### config.mk
export PLATFORM = sky130hd
export DESIGN_NAME = ahb_master_port
export DESIGN_NICKNAME = d
export VERILOG_FILES = /design/src/rtl/ahb_master_port.sv
export SDC_FILE = /design/constraint.sdc
export NUM_CORES = 1
export LEC_CHECK = 0
export BUFFER_PORTS_ARGS = -buffer_cell sky130_fd_sc_hd__buf_2
export CORE_AREA = 2 2 129 156
export CTS_CLUSTER_DIAMETER = 120
export CTS_CLUSTER_SIZE = 16
export DETAILED_ROUTE_END_ITERATION = 10
export DIE_AREA = 0 0 131 158
export RECOVER_POWER = 100
export SYNTH_ARGS = -nofsm -noshare
export SYNTH_HDL_FRONTEND = slang
export SYNTH_SLANG_ARGS = --single-unit
### constraint.sdc
create_clock -name clk -period 4.7 [get_ports clk]
set_input_delay 0.235 -clock clk [delete_from_list [all_inputs] [get_ports clk]]
set_output_delay 0.235 -clock clk [all_outputs]
set_load 0.1 [all_outputs]
### src/rtl/ahb_master_port.sv
// Single-outstanding AHB-Lite initiator: arbitrates core fetch and load/store requests,
// decodes ROM/RAM, rejects misaligned/unmapped/ROM-store accesses and bounds wait states.
module ahb_master_port #(
    parameter logic [31:0] ROM_BASE = 32'h0000_0000,
    parameter logic [31:0] ROM_MASK = 32'hFFFF_0000,
    parameter logic [31:0] RAM_BASE = 32'h1000_0000,
    parameter logic [31:0] RAM_MASK = 32'hFFFF_0000,
    parameter int unsigned TIMEOUT  = 16
) (
    input  logic        clk,
    input  logic        reset,
    input  logic        ifetch_req,
    input  logic [31:0] ifetch_addr,
    output logic        ifetch_ack,
    output logic [31:0] ifetch_rdata,
    output logic        ifetch_err,
    input  logic        dmem_req,
    input  logic        dmem_we,
    input  logic [31:0] dmem_addr,
    input  logic [31:0] dmem_wdata,
    input  logic [2:0]  dmem_size,
    input  logic        dmem_signed,
    output logic        dmem_ack,
    output logic [31:0] dmem_rdata,
    output logic        dmem_err,
    output logic [31:0] haddr,
    output logic [1:0]  htrans,
    output logic        hwrite,
    output logic [2:0]  hsize,
    output logic [3:0]  hprot,
    output logic [31:0] hwdata,
    output logic        is_signed,
    output logic        HSEL1,
    output logic        HSEL2,
    output logic        muxsel,
    input  logic [31:0] instruction,
    input  logic [31:0] load_out,
    input  logic        hready_inst,
    input  logic        hready_data,
    input  logic        hresp_inst,
    input  logic        hresp_data
);

    localparam int WCW = $clog2(TIMEOUT + 1);
    localparam logic [WCW-1:0] WAIT_LAST = WCW'(TIMEOUT - 1);

    typedef enum logic [1:0] {IDLE, ADDR, DATA, ERR} state_t;

    state_t         state, state_nxt;
    logic [31:0]    req_addr, req_addr_nxt;
    logic [31:0]    req_wdata, req_wdata_nxt;
    logic [2:0]     req_size, req_size_nxt;
    logic           req_we, req_we_nxt;
    logic           req_signed, req_signed_nxt;
    logic           req_data, req_data_nxt;
    logic           sel_ram, sel_ram_nxt;
    logic           last_data, last_data_nxt;
    logic [WCW-1:0] wait_cnt, wait_cnt_nxt;

    logic           fetch_ok, data_ok, grant_data;
    logic [31:0]    cand_addr;
    logic [2:0]     cand_size;
    logic           cand_we;
    logic           hit_rom, hit_ram, misaligned;
    logic           hready_sel, hresp_sel;
    logic           done, done_err, done_data;
    logic [31:0]    done_rdata;
    logic           active;

    // No new request is taken while any completion pulse is out, so starts are >= 4 cycles apart.
    always_comb begin
        fetch_ok   = ifetch_req && !ifetch_ack && !dmem_ack;
        data_ok    = dmem_req && !ifetch_ack && !dmem_ack;
        grant_data = data_ok && (!fetch_ok || !last_data);
        cand_addr  = grant_data ? dmem_addr : ifetch_addr;
        cand_size  = grant_data ? dmem_size : 3'b010;
        cand_we    = grant_data && dmem_we;
        hit_rom    = (cand_addr & ROM_MASK) == ROM_BASE;
        hit_ram    = (cand_addr & RAM_MASK) == RAM_BASE;
        case (cand_size)
            3'b000:  misaligned = 1'b0;
            3'b001:  misaligned = cand_addr[0];
            3'b010:  misaligned = cand_addr[1:0] != 2'b00;
            default: misaligned = 1'b1;
        endcase
        hready_sel = sel_ram ? hready_data : hready_inst;
        hresp_sel  = sel_ram ? hresp_data : hresp_inst;
    end

    // NOTE: every signal written here gets a default first, otherwise synthesis infers latches.
    always_comb begin
        state_nxt      = state;
        req_addr_nxt   = req_addr;
        req_wdata_nxt  = req_wdata;
        req_size_nxt   = req_size;
        req_we_nxt     = req_we;
        req_signed_nxt = req_signed;
        req_data_nxt   = req_data;
        sel_ram_nxt    = sel_ram;
        last_data_nxt  = last_data;
        wait_cnt_nxt   = wait_cnt;
        done           = 1'b0;
        done_err       = 1'b0;
        done_data      = req_data;
        done_rdata     = '0;
        case (state)
            IDLE: begin
                if (fetch_ok || data_ok) begin
                    last_data_nxt = grant_data;
                    if (misaligned || !(hit_rom || hit_ram) || (hit_rom && cand_we)) begin
                        done      = 1'b1;
                        done_err  = 1'b1;
                        done_data = grant_data;
                    end else begin
                        req_addr_nxt   = cand_addr;
                        req_wdata_nxt  = grant_data ? dmem_wdata : '0;
                        req_size_nxt   = cand_size;
                        req_we_nxt     = cand_we;
                        req_signed_nxt = grant_data && dmem_signed;
                        req_data_nxt   = grant_data;
                        sel_ram_nxt    = !hit_rom;
                        wait_cnt_nxt   = '0;
                        state_nxt      = ADDR;
                    end
                end
            end
            ADDR: state_nxt = DATA;
            DATA, ERR: begin
                if (hready_sel) begin
                    done       = 1'b1;
                    done_err   = hresp_sel || (state == ERR);
                    done_rdata = (done_err || req_we) ? '0 : (sel_ram ? load_out : instruction);
                    state_nxt  = IDLE;
                end else if (wait_cnt == WAIT_LAST) begin
                    done      = 1'b1;
                    done_err  = 1'b1;
                    state_nxt = IDLE;
                end else begin
                    wait_cnt_nxt = wait_cnt + WCW'(1);
                    if (hresp_sel) state_nxt = ERR;
                end
            end
            default: state_nxt = IDLE;
        endcase
    end

    // NOTE: sequential state uses non-blocking assignments so all registers update together.
    always_ff @(posedge clk or posedge reset) begin
        if (reset) state <= IDLE;
        else       state <= state_nxt;
    end

    always_ff @(posedge clk or posedge reset) begin
        if (reset) begin
            req_addr     <= '0;
            req_wdata    <= '0;
            req_size     <= '0;
            req_we       <= 1'b0;
            req_signed   <= 1'b0;
            req_data     <= 1'b0;
            sel_ram      <= 1'b0;
            last_data    <= 1'b0;
            wait_cnt     <= '0;
            ifetch_ack   <= 1'b0;
            ifetch_err   <= 1'b0;
            ifetch_rdata <= '0;
            dmem_ack     <= 1'b0;
            dmem_err     <= 1'b0;
            dmem_rdata   <= '0;
        end else begin
            req_addr     <= req_addr_nxt;
            req_wdata    <= req_wdata_nxt;
            req_size     <= req_size_nxt;
            req_we       <= req_we_nxt;
            req_signed   <= req_signed_nxt;
            req_data     <= req_data_nxt;
            sel_ram      <= sel_ram_nxt;
            last_data    <= last_data_nxt;
            wait_cnt     <= wait_cnt_nxt;
            ifetch_ack   <= done && !done_data;
            ifetch_err   <= done_err && !done_data;
            ifetch_rdata <= done_data ? '0 : done_rdata;
            dmem_ack     <= done && done_data;
            dmem_err     <= done_err && done_data;
            dmem_rdata   <= done_data ? done_rdata : '0;
        end
    end

    // Bus side is decoded from the state register so reset clears it without waiting for a clock.
    always_comb begin
        active    = state != IDLE;
        htrans    = (state == ADDR) ? 2'b10 : 2'b00;
        haddr     = active ? req_addr : '0;
        hwrite    = active && req_we;
        hsize     = active ? req_size : 3'b000;
        hprot     = active ? {3'b001, req_data} : 4'b0000;
        is_signed = active && req_signed;
        HSEL1     = active && !sel_ram;
        HSEL2     = active && sel_ram;
        muxsel    = active && sel_ram;
        hwdata    = (((state == DATA) || (state == ERR)) && req_we) ? req_wdata : '0;
    end

endmodule

==> impl_metrics.py, run 1 <==
metrics = {
    "clock_network": {
        "post-cts-setup-buffers": 0,
        "cts_inserted_buffers": 17,
        "cts_tree": "yes",
        "clk_latency_ns": 0.42,
        "htreeDepth": 4,
        "ctsHoldBuffers": 0,
        "clock_path_buffers": 2,
        "root_buffer": "clkbuf_16",
        "cts.sinks": 147,
        "ctsResizeCount": 0,
        "clkTransAtPathRegs_ns": 0.07,
    },
    "detailed_routing": {
        "drt_iter0_drc": 193,
        "vias": 5580,
        "via_per_inst": 4.75,
        "post-route-drc-count": 0,
        "post_drt_wl_per_cell_um": 16.5,
        "dr.pass1.iters": 4,
        "wl_um": 19400,
        "drtAntennaViolNets": 0,
    },
    "yosys": {
        "synth_edf_count": 0,
        "synth_area_leaders": "dfrtp_1, mux2_2, nand2_1",
        "synth-compound-area-share_pct": 10.4,
        "synthMuxAreaShare_pct": 9.46,
        "yosysWarnings": 0,
        "ys_seq_elements": 147,
        "synthSimpleGateAreaFrac_pct": 19.2,
        "synth_area_per_cell_um2": 10.9,
        "ys_seq_area_share_pct": 56.1,
        "synth_ff_type": "dfrtp_1",
        "synth_adder_area_share_pct": 0.381,
        "synth_top_area_share_pct": 56.1,
        "synth_xor_xnor_area_share_pct": 0,
        "ys_types": 47,
        "synth_top_family_by_area": "simple AND/OR/NAND/NOR gates",
        "syn_area_mm2": 0.00656,
        "synth_async_sr_flop_share_pct": 100,
        "synth_top_area_cell": "dfrtp_1",
        "netlist_instances": 603,
    },
    "status": {
        "status": "finished with violations",
        "violations": "capacitance limit, slew limit",
    },
    "final_layout": {
        "syn_to_final_growth_pct": 33.4,
        "final_cell_mix": "buf_2, dfrtp_1, clkbuf_1",
        "final_common_cell": "buf_2",
        "fillers": 1922,
        "final-seq-area_mm2": 0.00368,
        "fin_util_pct": 45.4,
        "drive_gt1_share_pct": 33.1,
        "multi_input_area_mm2": 0.00261,
        "nNetsFinal": 1075,
    },
    "grt": {
        "grt-ovfl-total": 0,
        "grt_pass1_wl_um": 29500,
        "grt_use_total_pct": 18.9,
        "grt_max_degree": 114,
        "grt_pass1_vias": 5578,
        "antenna_found_initial": 1,
    },
    "floorplanning": {
        "core_mm2": 0.0193,
        "rows": 56,
        "io_pins": 319,
        "die_h_um": 158,
        "chipWidth_um": 131,
        "initial_utilization_pct": 34.1,
        "dieArea_mm2": 0.0207,
    },
    "setup_path": {
        "r2r_setup_slack_ns": 0.96,
        "end_kind": "flop",
        "r2r_end": "dmem_rdata[9]$_DFF_PP0_",
        "crit_type": "reg2reg",
        "crit_end": "dmem_rdata[9]$_DFF_PP0_",
        "cp.required_ns": 5.05,
        "critPathLaunch": "state[1]$_DFFE_PP0P_",
        "cp.arrival_ns": 4.09,
        "r2r-start": "state[1]$_DFFE_PP0P_",
        "cp_max_fo": 41,
        "rr_worst_depth": 6,
        "cp-start-kind": "flop",
    },
    "timing": {
        "holdWs_ns": 0.0289,
        "clock_skew_ns": 0.0114,
        "tightest_slew_ns": 2.35,
        "slew_violations": 268,
        "finalHoldViolCount": 0,
        "relSlewSlack_pct": -56.7,
        "setup-tns-final_ns": 0,
        "timing.final.crit_share_pct": 79.5,
        "max_freq_mhz": 268,
        "finalSetupViolCount": 0,
        "min_period_ns": 3.74,
        "rsz0062_at_grt": "no",
    },
    "placed_design": {
        "gp_congestion": 0.817,
        "dp_hpwl_um": 14100,
        "io_buffers": 315,
    },
    "power": {
        "p_leak_nw": 4.52,
        "power.density_mw_per_mm2": 415,
        "max-vdd-ir-drop_v": 0.000281,
        "power_w": 0.00363,
    },
    "min_path": {
        "holdCritPathClass": "in2reg",
    },
    "job": {
        "maxCapViolCount": 5,
    },
}
==> stage by stage <==
step                      area (um2)  setup WS [ns]  cells
after floorplan                 6570          0.514    605
after global placement          8330           1.52   1142
after detailed placement        8330           1.48   1142
after CTS                       8920           1.27   1174
after global routing            8750          0.553   1174
final                           8760          0.962   1175
==> layout make-up <==
class	instances	area share [%]
antenna	1	0.0286
sequential	147	42.0
clock buffer	17	4.86
timing repair buffer	326	17.3
multi-input combinational	398	29.8
tap	261	3.73
inverter	10	0.472
clock inverter	15	1.81
==> how the worst min path moves through the flow <==
stage,cells after the start,to,slack [ns],from
global placement,2,req_wdata[6]$_DFFE_PP0P_,0.45,dmem_wdata[6]
floorplan,1,req_signed$_DFFE_PP0P_,0.37,dmem_signed
detailed placement,2,req_wdata[5]$_DFFE_PP0P_,0.46,dmem_wdata[5]
CTS,2,req_wdata[21]$_DFFE_PP0P_,0.007,dmem_wdata[21]
global route,2,req_wdata[24]$_DFFE_PP0P_,0.01,dmem_wdata[24]
finish,2,req_wdata[21]$_DFFE_PP0P_,0.03,dmem_wdata[21]
==> registers in the layout (all words and copies together), names as in the netlist, 2 cells and up <==
name / count
dmem_rdata: 32
state: 2
wait_cnt: 5
req_size: 3
ifetch_rdata: 32
req_addr: 32
req_wdata: 32
==> Yosys cell counts, types with 2 or more instances <==
cell and instances:
mux2i_1 8, mux2_2 48, o21ai_0 3, nand3_1 3, a211oi_1 2, o22ai_1 4, buf_6 4, inv_1 9
a32o_1 2, o21a_1 2, buf_4 7, nand2_1 90, dfrtp_1 147, ha_1 2, nor4_1 3, and3_1 35
a22o_1 33, a31oi_4 2, a21oi_1 34, nor3_1 35, nor2b_1 4, and2_1 50, nor2_1 13, buf_1 3
nand4_1 2, a21o_1 3, clkbuf_1 28, buf_2 8
==> logic make-up after synthesis <==
group / count (synthesis)
simple gates: 244
fa+ha+maj: 2
compound gates: 93
mux: 56
other cells: 1
flops: 147
buf+inv: 60
==> critical path, stage by stage, from the launching register on <==
cell and delay [ns]:
dfrtp_1 0.77, nor2_1 0.79, clkinv_1 0.57, nor2_1 0.35, o21ai_1 0.62, buf_4 0.42, a21oi_1 0.14
==> power breakdown <==
part	switching, W	leakage (nW)	internal [W]
Clock	0.000596	0.279	0.000753
Combinational	0.000713	2.22	0.000196
Sequential	0.0000650	2.01	0.00131
Total	0.00137	4.52	0.00226
==> routing by layer <==
metal	vias to the layer above	wire [um]	global-route usage (%)
met1	2684	7500	21.4
li1	2676	-	-
met4	2	433	6.94
met2	191	9910	32.5
met3	27	1550	6.83
met5	-	13	0
Note: power is estimated with default switching activity, not from simulation.
==> run 2, diff against run 1 <==
- clock period: 4.7 -> 3.6 ns (I/O delays scaled with it)
==> run 2 against run 1 <==
The run still ends with capacitance limit, slew limit left. Sequential power increased by 28%. Die area unchanged. Clock power increased by 25%. Hold slack improved by 0.010 ns. Clock skew increased by 0.00085 ns.
==> impl_metrics.py, run 2 (synthesis results as in run 1) <==
metrics = {
    "setup_path": {
        "cp.arrival_ns": 3.23,
        "r2r-start": "last_data$_DFFE_PP0P_",
        "cp-start-kind": "flop",
        "r2r_end": "dmem_rdata[7]$_DFF_PP0_",
        "end_kind": "flop",
        "r2r_setup_slack_ns": 0.61,
        "crit_type": "reg2reg",
        "rr_worst_depth": 7,
        "cp.required_ns": 3.84,
        "cp_max_fo": 21,
        "critPathLaunch": "last_data$_DFFE_PP0P_",
        "crit_end": "dmem_rdata[7]$_DFF_PP0_",
    },
    "detailed_routing": {
        "drtAntennaViolNets": 0,
        "post-route-drc-count": 0,
        "dr.pass1.iters": 6,
        "vias": 5723,
        "wl_um": 20100,
        "post_drt_wl_per_cell_um": 16.6,
        "via_per_inst": 4.71,
        "drt_iter0_drc": 217,
    },
    "grt": {
        "grt_pass1_wl_um": 30200,
        "grt_max_degree": 56,
        "grt_use_total_pct": 19.4,
        "grt-ovfl-total": 0,
        "grt_pass1_vias": 5729,
        "antenna_found_initial": 2,
    },
    "clock_network": {
        "post-cts-setup-buffers": 0,
        "cts_tree": "yes",
        "cts_inserted_buffers": 17,
        "root_buffer": "clkbuf_16",
        "cts.sinks": 147,
        "clk_latency_ns": 0.42,
        "clkTransAtPathRegs_ns": 0.07,
        "clock_path_buffers": 2,
        "htreeDepth": 4,
    },
    "final_layout": {
        "fin_util_pct": 47.2,
        "final_common_cell": "buf_2",
        "final_area_mm2": 0.00909,
        "multi_input_area_mm2": 0.00262,
        "syn_to_final_growth_pct": 38.5,
        "drive_gt1_share_pct": 29.3,
        "nNetsFinal": 1115,
        "antenna-diode-count": 0,
        "final_cell_mix": "buf_2, dfrtp_1, clkbuf_1",
        "final-seq-area_mm2": 0.00368,
        "fillers": 1879,
    },
    "floorplanning": {
        "chipWidth_um": 131,
        "io_pins": 319,
        "initial_utilization_pct": 34.1,
        "dieArea_mm2": 0.0207,
        "rows": 56,
        "core_mm2": 0.0193,
        "die_h_um": 158,
    },
    "timing": {
        "setup-tns-final_ns": 0,
        "finalHoldViolCount": 0,
        "finalSetupViolCount": 0,
        "timing.final.crit_share_pct": 82.9,
        "rsz0062_at_grt": "no",
        "slew_violations": 41,
        "max_freq_mhz": 335,
        "clock_skew_ns": 0.0122,
        "tightest_slew_ns": 1.85,
        "min_period_ns": 2.99,
        "relSlewSlack_pct": -23.9,
    },
    "power": {
        "power.density_mw_per_mm2": 521,
        "max-vdd-ir-drop_v": 0.000298,
        "p_leak_nw": 4.57,
    },
    "placed_design": {
        "gp_congestion": 0.773,
        "dp_hpwl_um": 14500,
        "io_buffers": 315,
        "placed_cell_area_mm2": 0.00840,
    },
    "min_path": {
        "holdCritPathClass": "in2reg",
        "hold_path_depth": 3,
        "min_from": "dmem_size[0]",
    },
    "status": {
        "status": "finished with violations",
        "violations": "capacitance limit, slew limit",
    },
    "job": {
        "maxCapViolCount": 1,
    },
}
[run 2: how the worst min path moves through the flow]
stage,end,slack [ns]
after floorplan,req_signed$_DFFE_PP0P_,0.31
final,req_size[0]$_DFFE_PP0P_,0.04
after global routing,req_size[0]$_DFFE_PP0P_,0.03
after detailed placement,req_wdata[5]$_DFFE_PP0P_,0.40
after CTS,req_size[0]$_DFFE_PP0P_,0.02
after global placement,req_wdata[3]$_DFFE_PP0P_,0.40
[run 2: worst max-delay path, stage by stage, from the launching register on]
cell      delay [ns]
dfrtp_1         0.34
nand2_1         0.11
nand3_1         0.14
clkbuf_1        0.82
nor2_1          0.20
o21ai_0         0.22
clkbuf_1        0.76
a21oi_1         0.21
[run 2: layout make-up]
cell class | count | area share, %
Clock inverter | 15 | 1.51
Clock buffer | 17 | 4.68
Multi-Input combinational cell | 398 | 28.8
Sequential cell | 147 | 40.5
Inverter | 10 | 0.427
Timing Repair Buffer | 366 | 20.5
Tap cell | 261 | 3.59
[run 2: power breakdown]
part | internal [W] | total (W) | switching (W) | leakage (nW)
Combinational | 0.000287 | 0.00130 | 0.00101 | 2.29
Clock | 0.000913 | 0.00169 | 0.000775 | 0.273
Sequential | 0.00171 | 0.00175 | 0.0000401 | 2.01
Total | 0.00291 | 0.00473 | 0.00182 | 4.57
[run 2: metal layers]
metal	vias up	share of wire, %	GRT usage, %
met3	34	6.5	5.98
met4	4	2.4	6.94
met2	210	51	33.8
li1	2751	-	-
met1	2724	40	22.4
met5	-	0.13	0
[run 2: per-stage QoR]
step                      worst slack, ns  power (W)  hold WS [ns]  cells
after floorplan                     0.510    0.00271         0.313    605
after global placement              0.829    0.00309         0.397   1148
after detailed placement            0.800    0.00309         0.401   1148
after CTS                           0.791    0.00483        0.0214   1214
after global routing                0.354    0.00495        0.0267   1214
final                               0.614    0.00473        0.0392   1214
[run 2: timing repair]
item                                   in CTS  in global routing
hold buffers                               34                  0
endpoints found under the hold margin      72                  0
resized for setup                           0                  0
